**src/rtl/keypad_scanner.sv**
```systemverilog
// keypad_scanner: scans a 4x4 matrix keypad and debounces press and release of a single key.
// Latency: 2 (sync) + up to 4*SCAN_DIV (scan) + DB_CYCLES + 1 clocks from a stable press to key_pulse.
// Backpressure: none; key_pulse is a one-clock strobe and col_row_comb holds the last accepted key.
module keypad_scanner #(
  parameter int SCAN_DIV  = 1000,
  parameter int DB_CYCLES = 20000
) (
  input  logic       clk,
  input  logic       reset,
  input  logic [3:0] rows,
  output logic [3:0] cols,
  output logic [8:0] col_row_comb,
  output logic       key_pulse
);

  // One counter serves both the column dwell and the debounce windows.
  localparam int CNT_MAX = (SCAN_DIV > DB_CYCLES) ? SCAN_DIV : DB_CYCLES;
  localparam int CW      = $clog2(CNT_MAX);
  localparam logic [CW-1:0] SCAN_LAST = CW'(SCAN_DIV - 1);
  localparam logic [CW-1:0] DB_LAST   = CW'(DB_CYCLES - 1);

  typedef enum logic [1:0] {
    SCAN     = 2'd0,
    DEBOUNCE = 2'd1,
    HELD     = 2'd2,
    RELEASE  = 2'd3
  } state_t;

  state_t        state_q, state_d;
  logic [3:0]    sync1_q, sync1_d;
  logic [3:0]    rs_q, rs_d;
  logic [3:0]    col_q, col_d;
  logic [3:0]    kc_q, kc_d;
  logic [3:0]    kr_q, kr_d;
  logic [CW-1:0] cnt_q, cnt_d;
  logic [8:0]    crc_q, crc_d;
  logic          pulse_q, pulse_d;

  logic          rs_onehot;
  logic [3:0]    col_next;
  logic [3:0]    kc_next;

  // Exactly one row active; zero or several rows in one column are treated as no key.
  assign rs_onehot = (rs_q != 4'b0000) && ((rs_q & (rs_q - 4'd1)) == 4'b0000);
  assign col_next  = {col_q[2:0], col_q[3]};
  assign kc_next   = {kc_q[2:0], kc_q[3]};

  // Two-flop synchronizer for the asynchronous keypad rows.
  always_comb begin
    sync1_d = rows;
    rs_d    = sync1_q;
  end

  // State and datapath registers; synchronous active-low reset wins in every state.
  always_ff @(posedge clk) begin
    if (!reset) begin
      state_q <= SCAN;
      sync1_q <= 4'b0000;
      rs_q    <= 4'b0000;
      col_q   <= 4'b0001;
      kc_q    <= 4'b0000;
      kr_q    <= 4'b0000;
      cnt_q   <= '0;
      crc_q   <= 9'h000;
      pulse_q <= 1'b0;
    end else begin
      state_q <= state_d;
      sync1_q <= sync1_d;
      rs_q    <= rs_d;
      col_q   <= col_d;
      kc_q    <= kc_d;
      kr_q    <= kr_d;
      cnt_q   <= cnt_d;
      crc_q   <= crc_d;
      pulse_q <= pulse_d;
    end
  end

  // Next-state and datapath decisions; the counter is cleared on every state entry.
  always_comb begin
    state_d = state_q;
    col_d   = col_q;
    kc_d    = kc_q;
    kr_d    = kr_q;
    cnt_d   = cnt_q;
    crc_d   = crc_q;
    pulse_d = 1'b0;
    case (state_q)
      SCAN: begin
        if (cnt_q == SCAN_LAST) begin
          cnt_d = '0;
          if (rs_onehot) begin
            kc_d    = col_q;
            kr_d    = rs_q;
            state_d = DEBOUNCE;
          end else begin
            col_d = col_next;
          end
        end else begin
          cnt_d = cnt_q + 1'b1;
        end
      end
      DEBOUNCE: begin
        if (rs_q != kr_q) begin
          state_d = SCAN;
          cnt_d   = '0;
          col_d   = kc_next;
        end else if (cnt_q == DB_LAST) begin
          state_d = HELD;
          cnt_d   = '0;
          crc_d   = {1'b1, kc_q, kr_q};
          pulse_d = 1'b1;
        end else begin
          cnt_d = cnt_q + 1'b1;
        end
      end
      HELD: begin
        // Only the latched row matters; extra rows in this column are ignored.
        if ((rs_q & kr_q) == 4'b0000) begin
          state_d = RELEASE;
          cnt_d   = '0;
        end
      end
      RELEASE: begin
        if ((rs_q & kr_q) != 4'b0000) begin
          state_d = HELD;
          cnt_d   = '0;
        end else if (cnt_q == DB_LAST) begin
          state_d  = SCAN;
          cnt_d    = '0;
          crc_d[8] = 1'b0;
          col_d    = kc_next;
        end else begin
          cnt_d = cnt_q + 1'b1;
        end
      end
      default: begin
        state_d = SCAN;
        cnt_d   = '0;
        col_d   = 4'b0001;
      end
    endcase
  end

  // Outputs come straight from flops so the pins never glitch.
  always_comb begin
    cols         = col_q;
    col_row_comb = crc_q;
    key_pulse    = pulse_q;
  end

endmodule
```
**config.mk**
```make
export PLATFORM = sky130hd
export DESIGN_NAME = keypad_scanner
export DESIGN_NICKNAME = d
export VERILOG_FILES = /design/src/rtl/keypad_scanner.sv
export SDC_FILE = /design/constraint.sdc
export NUM_CORES = 1
export LEC_CHECK = 0
export ABC_AREA = 1
export CAP_MARGIN = 20
export CORE_MARGIN = 1
export CORE_UTILIZATION = 40
export DETAILED_ROUTE_END_ITERATION = 10
export GPL_ROUTABILITY_DRIVEN = 1
export GPL_TIMING_DRIVEN = 0
export MAX_ROUTING_LAYER = met4
export PLACE_DENSITY_LB_ADDON = 0.05
export SYNTH_ARGS = -nofsm -noshare
export SYNTH_HDL_FRONTEND = slang
export SYNTH_SLANG_ARGS = --single-unit
```
**constraint.sdc**
```tcl
create_clock -name clk -period 1.8 [get_ports clk]
set_clock_uncertainty 0.2 [all_clocks]
set_input_delay 0.27 -clock clk [delete_from_list [all_inputs] [get_ports clk]]
set_output_delay 0.27 -clock clk [all_outputs]
set_load 0.01 [all_outputs]
```
Word level (Yosys, flattened, before mapping)
Index checks and enable logic that the tools add are counted.
W data, S select, Z words.
{"block": "totals", "regBits": 47, "input_bits": 6, "output_inout_bits": 14, "wordCells": 74}
{"block": "op_classes", "add_sub_neg": 2, "eq_ne": 17, "mux": 26, "bitwise": 5, "n_reduce_logical": 14}
{"operator": "$mux W15", "count": 5}
{"operator": "$pmux W15 S4", "count": 1}
{"operator": "$mux W4", "count": 5}
{"operator": "$mux W9", "count": 2}
{"operator": "$ne A2 B2 Y1 const B", "count": 9}
{"operator": "$add A15 B1 Y15 const B", "count": 1}
{"operator": "$eq A15 B10 Y1 const B", "count": 1}
{"operator": "$eq A15 B15 Y1 const B", "count": 1}
{"operator": "$mux W2", "count": 7}
{"operator": "$pmux W4 S3", "count": 1}
{"operator": "$reduce_and A5 Y1", "count": 2}
{"operator": "$and A4 B4 Y4", "count": 2}
{"operator": "$logic_not A4 Y1", "count": 2}
{"operator": "$pmux W2 S4", "count": 1}
{"operator": "$reduce_bool A4 Y1", "count": 2}
{"operator": "$ne A3 B3 Y1 const B", "count": 2}
{"operator": "$reduce_and A3 Y1", "count": 2}
{"operator": "$reduce_and A6 Y1", "count": 1}
{"operator": "$eq A2 B2 Y1 const B", "count": 2}
{"operator": "$ne A4 B4 Y1", "count": 1}
{"operator": "$sub A4 B1 Y4 const B", "count": 1}
{"operator": "$mux W1", "count": 3}
{"operator": "$not A1 Y1", "count": 3}
{"operator": "$reduce_bool A3 Y1", "count": 1}
{"operator": "6 further kinds", "count": 6}

Longest topological paths before layout
Gate-level depths: netlist of run 1.
{"block": "logic_depth", "depth_word": 7, "ltp_mapped": 12}

Worst setup path before layout of run 1
Ideal clock, no wire load.
{"block": "synth_timing", "path_type": "reg2reg", "startpoint": "register rs_q[0]", "endpoint": "register cnt_q[10]", "t_arrival_ns": 1.419, "t_required_ns": 1.537, "setup_slack_ns": 0.117, "stages_incl_launch_ff": 10, "path_buffers": 1, "path_cell_list": "dfxtp_1 > ha_1 > nor2_1 > nand3_2 > o21ai_2 > nand2_2 > nand3_4 > nand2_4 > buf_12 > nor2_4"}
{"block": "synth_via", "elab_chain_cells": 4, "elab_cells_between_ends": 8, "classes_between": "eq/ne: 2; mux: 3; bitwise: 1; reduce/logical: 2"}
{"element": "from (decl)", "line": "31", "source": "logic [3:0] rs_q, rs_d;"}
{"element": "from (signal assigned)", "line": "69", "source": "rs_q <= rs_d;"}
{"element": "$and A4 B4 Y4", "line": "119, 125"}
{"element": "$reduce_bool A4 Y1", "line": "125", "source": "if ((rs_q & kr_q) != 4'b0000) begin"}
{"element": "$mux W15", "line": "125"}
{"element": "$pmux W15 S4", "line": "88", "source": "case (state_q)"}
{"element": "to (signal assigned)", "line": "73", "source": "cnt_q <= cnt_d;"}
{"element": "to (decl)", "line": "35", "source": "logic [CW-1:0] cnt_q, cnt_d;"}
Parallel ways exist; a longest one is shown, timed or not.
A chain may end at the register's enable or synchronous reset.

Worst setup path after layout of run 1
{"block": "layout_timing", "startpoint": "register rs_q[2]", "endpoint": "register cnt_q[9]"}
The elaborated chain is that of the path after synthesis.

==> reports/results.ini, run 1 <==
[pwr]
power_leakage_nw=1.32
vdd_drop_max_mv=0.330
pwr-share-clk_pct=36.8
internal-power_mw=1.42
swShare_pct=24.3
p_switching_uw=457
combPwrFrac_pct=6.5
powerDensity_nw_per_um2=617
pwr-share-seq_pct=56.8

[sta]
tightest_slew_ns=0.478
fmax_mhz=559
slew_headroom_pct=68.1
finalSetupViolations=0
min_period_over_period_pct=99.4
hold_viol=0
rsz0062_at_grt=true
fin_tns_setup_ns=0
final.hold.worst_slack_ns=0.213
slew_violations=0
finalCriticalPeriod_ns=1.79

[die]
std_cell_rows=27
start_util_pct=42.5
die_x_um=79.2
ios=20
dieArea_um2=6260
die_y_um=79.2
core_um2=5610

[outcome]
status=finished, final reports clean

[cells_and_area]
final_area_um2=3050
drive_above_1_share_pct=27.4
antennaDiodeCount=0
nets=364
fin_cells=426
area_growth_pct=27.9
final_util_pct=54.3

[grt]
grtUsageMet1_pct=26.6
use_met3_pct=3.79
top_usage_layer=met1
grt_pass1_wl_um=8770
grt_start_max_net_pins=16
track_usage_pct=18.4
grt_util_met2_pct=25.6
overflow=0
antenna_found_initial=0
grt_pass1_vias=1873

[route]
drt-total-wl_um=5060
antenna_left=0
viasPerCell=4.76
drt_iter0_markers=71
wl_per_cell_um=11.9
firstDrtPassIters=4
post-route-drc-count=0
vias=2026

[worst_setup_path]
r2r-start=rs_q[2]
critPathKind=reg -> reg
cp_max_fo=6
cp.required_ns=1.85
cp.arrival_ns=1.83
end_kind=flip-flop
cp-startpoint=rs_q[2]
critPathLaunchType=flip-flop

[synthesis]
ys_ff_latch=47
syn_inst=318
syn_area_um2=2380
syn_area_per_cell_um2=7.49
ys_warn_count=0
synth_cell_type_count=32
synth-seq-area-share_pct=39.5
syn_nets=329

[clock_network]
cts.path.max_buffers=2
numCtsBuffers=5
clock_sink_count=47
htreeDepth=2
path_clk_slew_ns=0.09
clk_latency_ns=0.30
postCtsHoldBufs=0
cts-root-buf=clkbuf_8
tritoncts=built

[placed_design]
dpl_cell_area_um2=2660
placedCellCount=409
dp_hpwl_um=3570
place.gp.congestion=0.860
placement.io_buffers=19

[worst_hold_path]
min_path_type=reg -> reg
min_from=rs_d[1]

[job]
maxCapViolations=0

==> cells by family after synthesis <==
group	after synthesis	synth area share (%)
and+or+nand+nor	170	36.9
buffers and inverters	49	9.51
adders and majority gates	5	2.63
AOI/OAI and AO/OA	41	9.14
xor gates and xnor gates	5	1.84
muxes	1	0.420
DFF	47	39.5
==> sequential cells by signal, summed over array words and instances (netlist names) <==
name,count
cnt_q,15
col_row_comb,9
cols,4
kc_q,4
key_pulse,1
kr_q,4
rs_d,4
rs_q,4
state_q,2
==> worst max-delay path: stages (launching register included) <==
cell	delay (ns)
dfxtp_4	0.37
ha_4	0.15
nor2_1	0.12
nand2_2	0.12
nand2_4	0.13
buf_8	0.13
nand4_1	0.16
nor2_1	0.17
o22ai_2	0.11
nor2_4	0.07
==> power by group through the flow <==
stage | clock [mW] | sequential, mW | combinational, mW
after global routing | 0.755 | 1.07 | 0.139
after global placement | 0 | 1.09 | 0.0998
final | 0.690 | 1.07 | 0.121
after CTS | 0.715 | 1.07 | 0.106
after detailed placement | 0 | 1.09 | 0.100
after floorplan | 0 | 1.09 | 0.0728
==> cells in the mapped netlist (all sizes together) <==
| master | number | area [um^2] |
|---|---|---|
| dfxtp | 47 | 941 |
| mux2i | 1 | 10.0 |
| o22ai | 1 | 6.26 |
| buf | 5 | 61.3 |
| nand2b | 1 | 6.26 |
| ha | 5 | 62.6 |
| xor2 | 5 | 43.8 |
| nand2 | 69 | 307 |
| nor3b | 1 | 12.5 |
| nand3 | 18 | 125 |
| nor2 | 70 | 367 |
| o21ai | 24 | 124 |
| inv | 42 | 158 |
| clkbuf | 2 | 7.51 |
| a21oi | 16 | 87.6 |
| nand4 | 5 | 31.3 |
| or2 | 1 | 6.26 |
| nor3 | 5 | 25.0 |
==> layer usage <==
layer,up-vias,wire length [um]
met5,-,0
met4,0,59
met3,5,148
met2,30,2060
met1,913,2800
li1,1078,-
==> cell usage in the layout (no fill, tap or decap), types with 6 or more instances in the layout <==
| cell | netlist | routed |
|---|---|---|
| nand2_1 | 56 | 54 |
| nor2_1 | 50 | 44 |
| inv_1 | 36 | 36 |
| dfxtp_1 | 47 | 36 |
| clkdlybuf4s50_1 | 0 | 19 |
| o21ai_0 | 20 | 17 |
| nand3_1 | 14 | 14 |
| nor2_4 | 8 | 13 |
| a21oi_1 | 14 | 13 |
| nor2_2 | 11 | 12 |
| nand2_2 | 10 | 8 |
| dfxtp_2 | 0 | 8 |
| nand2_4 | 3 | 7 |
| clkbuf_8 | 0 | 6 |
| buf_4 | 0 | 6 |
==> what timing repair did <==
item / in CTS / in global routing
endpoints found under the setup margin: 21 / 30
gates cloned: 0 / 1
setup buffers: 2 / 6
pin swaps: 1 / 14
gates resized for setup: 15 / 36
hold endpoints to repair: 0 / 0
==> metrics by stage <==
step           total power [mW]  worst slack [ns]
3_3_place_gp               1.19           -0.0982
4_1_cts                    1.89         -0.000288
3_5_place_dp               1.19            -0.112
2_1_floorplan              1.16             0.117
5_1_grt                    1.96           -0.0906
6_report                   1.88            0.0110
==> path summary, 6_finish.rpt <==
kind / to / slack (ns) / cells past startpoint
setup / recovery: cnt_q[9] / 0.01 / 9
hold / removal: rs_q[1] / 0.21 / 2
setup reg to reg: cnt_q[9] / 0.01 / 9
hold reg to reg: rs_q[1] / 0.21 / 2
==> layout make-up <==
| class | instances | area (um^2) |
|---|---|---|
| well taps | 72 | 90.1 |
| plain buffers | 7 | 72.6 |
| inverters | 42 | 160 |
| repair buffers | 28 | 292 |
| clock inverters | 2 | 16.3 |
| multi-input cells | 222 | 1370 |
| clock buffers | 6 | 82.6 |
| fillers | 560 | 2560 |
| flip-flops and latches | 47 | 962 |
No activity file was read; power rests on OpenSTA's default activity.
==> inputs of run 2 (changes only) <==
--- a/config.mk
+++ b/config.mk
@@ -8,12 +8,14 @@
 export ABC_AREA = 1
 export CAP_MARGIN = 20
 export CORE_MARGIN = 1
-export CORE_UTILIZATION = 40
+export CORE_UTILIZATION = 45
+export CTS_CLUSTER_DIAMETER = 30
 export DETAILED_ROUTE_END_ITERATION = 10
 export GPL_ROUTABILITY_DRIVEN = 1
 export GPL_TIMING_DRIVEN = 0
 export MAX_ROUTING_LAYER = met4
 export PLACE_DENSITY_LB_ADDON = 0.05
+export SKIP_CTS_REPAIR_TIMING = 1
 export SYNTH_ARGS = -nofsm -noshare
 export SYNTH_HDL_FRONTEND = slang
 export SYNTH_SLANG_ARGS = --single-unit
==> reports/results.ini, run 2 (synthesis gave the netlist of run 1 again) <==
[pwr]
pwr-share-seq_pct=58.1
pwr-share-clk_pct=34.9
combPwrFrac_pct=7.0
swShare_pct=24.7
power_leakage_nw=1.38
powerDensity_nw_per_um2=585
p_switching_uw=454
vdd_drop_max_mv=0.514
internal-power_mw=1.38
total_power_mw=1.84

[die]
start_util_pct=46.6
core_um2=5110
die_y_um=74.7
std_cell_rows=26
die_x_um=74.7
ios=20
dieArea_um2=5590

[grt]
grt_start_max_net_pins=16
antenna_found_initial=0
grt_pass1_wl_um=7950
overflow=0
track_usage_pct=19.5
grt_pass1_vias=1737

[placed_design]
placedCellCount=407
dp_hpwl_um=3520
place.gp.congestion=0.838
dpl_cell_area_um2=2660
placement.io_buffers=19

[cells_and_area]
layout_commonest_cell=nand2_1
fin_cells=429
antennaDiodeCount=0
drive_above_1_share_pct=31.2
final_cell_mix=nand2_1 (54), nor2_1 (42), inv_1 (35), dfxtp_1 (31)
nets=369
largest_reg_flops=15
final_area_um2=3140
regMostFlops=cnt_q
area_growth_pct=31.7

[clock_network]
numCtsBuffers=5
path_clk_slew_ns=0.09
clock_sink_count=47
clk_latency_ns=0.30
cts-root-buf=clkbuf_8
tritoncts=built
htreeDepth=2
cts.path.max_buffers=2

[worst_setup_path]
end_kind=flip-flop
critPathLaunchType=flip-flop
cp.arrival_ns=1.82
cpMaxStageDelayCell=dfxtp_4
critPathMaxStageDelay_ns=0.36
r2r_cells=9
cp_max_fo=5
cp.required_ns=1.85
critical_path.top_delay_family=simple AND/OR/NAND/NOR gates
path_depth=9
crit_chain=ha_4 -> nor2_4 -> nand2_4 -> nand2_4 -> buf_8 -> nand4_1 -> nor2_1 -> o22ai_2 -> nor2_4
critPathKind=reg -> reg
crit_buf_inv=1

[route]
drt_iter0_markers=93
firstDrtPassIters=4
wl_per_cell_um=11.9
post-route-drc-count=0
antenna_left=0
drt-total-wl_um=5100
viasPerCell=4.80
vias=2061

[outcome]
status=finished, final reports clean

[sta]
hold_viol=0
min_period_over_period_pct=98.5
slew_headroom_pct=70.5
finalSetupViolations=0
tightest_slew_ns=0.443
finalCriticalPeriod_ns=1.77
slew_violations=0
rsz0062_at_grt=true
fmax_mhz=564
fin_tns_setup_ns=0

[worst_hold_path]
min_path_cells=2
min_path_type=reg -> reg

[job]
maxCapViolations=0

==> run 2: cell count changes in the layout (fill, tap and decap cells not counted), moves of 2 or more <==
cell	previous run	this run
inv_2	5	7
dfxtp_2	8	14
nor2_4	13	16
o21ai_2	2	0
nand3_1	14	11
dfxtp_1	36	31
nor2_1	44	42
buf_4	6	12
nand3_2	1	3
==> run 2: layout make-up <==
class	count	area [um^2]
tap	70	87.6
multi-input combinational	222	1430
clock buffer	5	68.8
fill	488	1970
timing repair buffer	33	333
clock inverter	3	20.0
buffer	7	72.6
inverter	42	158
sequential	47	966
==> run 2: worst min-delay path: stages, from the launching register on <==
cell	delay (ns)
dfxtp_1	0.31
nand2_1	0.05
inv_1	0.03
==> run 2: power by group through the flow <==
stage / clock network, mW / logic, mW / registers, mW
floorplan: 0 / 0.0728 / 1.09
global placement: 0 / 0.0993 / 1.09
detailed placement: 0 / 0.100 / 1.09
CTS: 0.663 / 0.101 / 1.06
global route: 0.708 / 0.144 / 1.07
finish: 0.641 / 0.128 / 1.07
==> run 2: routing by layer <==
metal | vias to the layer above | wire [um] | part of all wire (%) | GRT usage (%)
met1 | 943 | 2640 | 52 | 28.5
li1 | 1082 | - | - | -
met5 | - | 0 | 0 | -
met2 | 30 | 2260 | 44 | 26.8
met4 | 0 | 55 | 1.1 | 4.82
met3 | 6 | 144 | 2.8 | 4.82
==> run 2: worst paths after layout <==
path	start	slack [ns]	to
setup / recovery	kr_q[2]	0.03	cnt_q[9]
hold / removal	rs_d[3]	0.21	rs_q[3]
setup reg to reg	kr_q[2]	0.03	cnt_q[9]
hold reg to reg	rs_d[3]	0.21	rs_q[3]
==> run 2: per-stage QoR <==
step | utilization (%) | setup slack (ns) | hold WS, ns
2_1_floorplan | - | 0.117 | 0.168
3_3_place_gp | 52.1 | -0.0860 | 0.193
3_5_place_dp | 52.1 | -0.101 | 0.199
4_1_cts | 53.8 | -0.122 | 0.220
5_1_grt | 61.4 | -0.0734 | 0.227
6_report | 61.4 | 0.0278 | 0.214
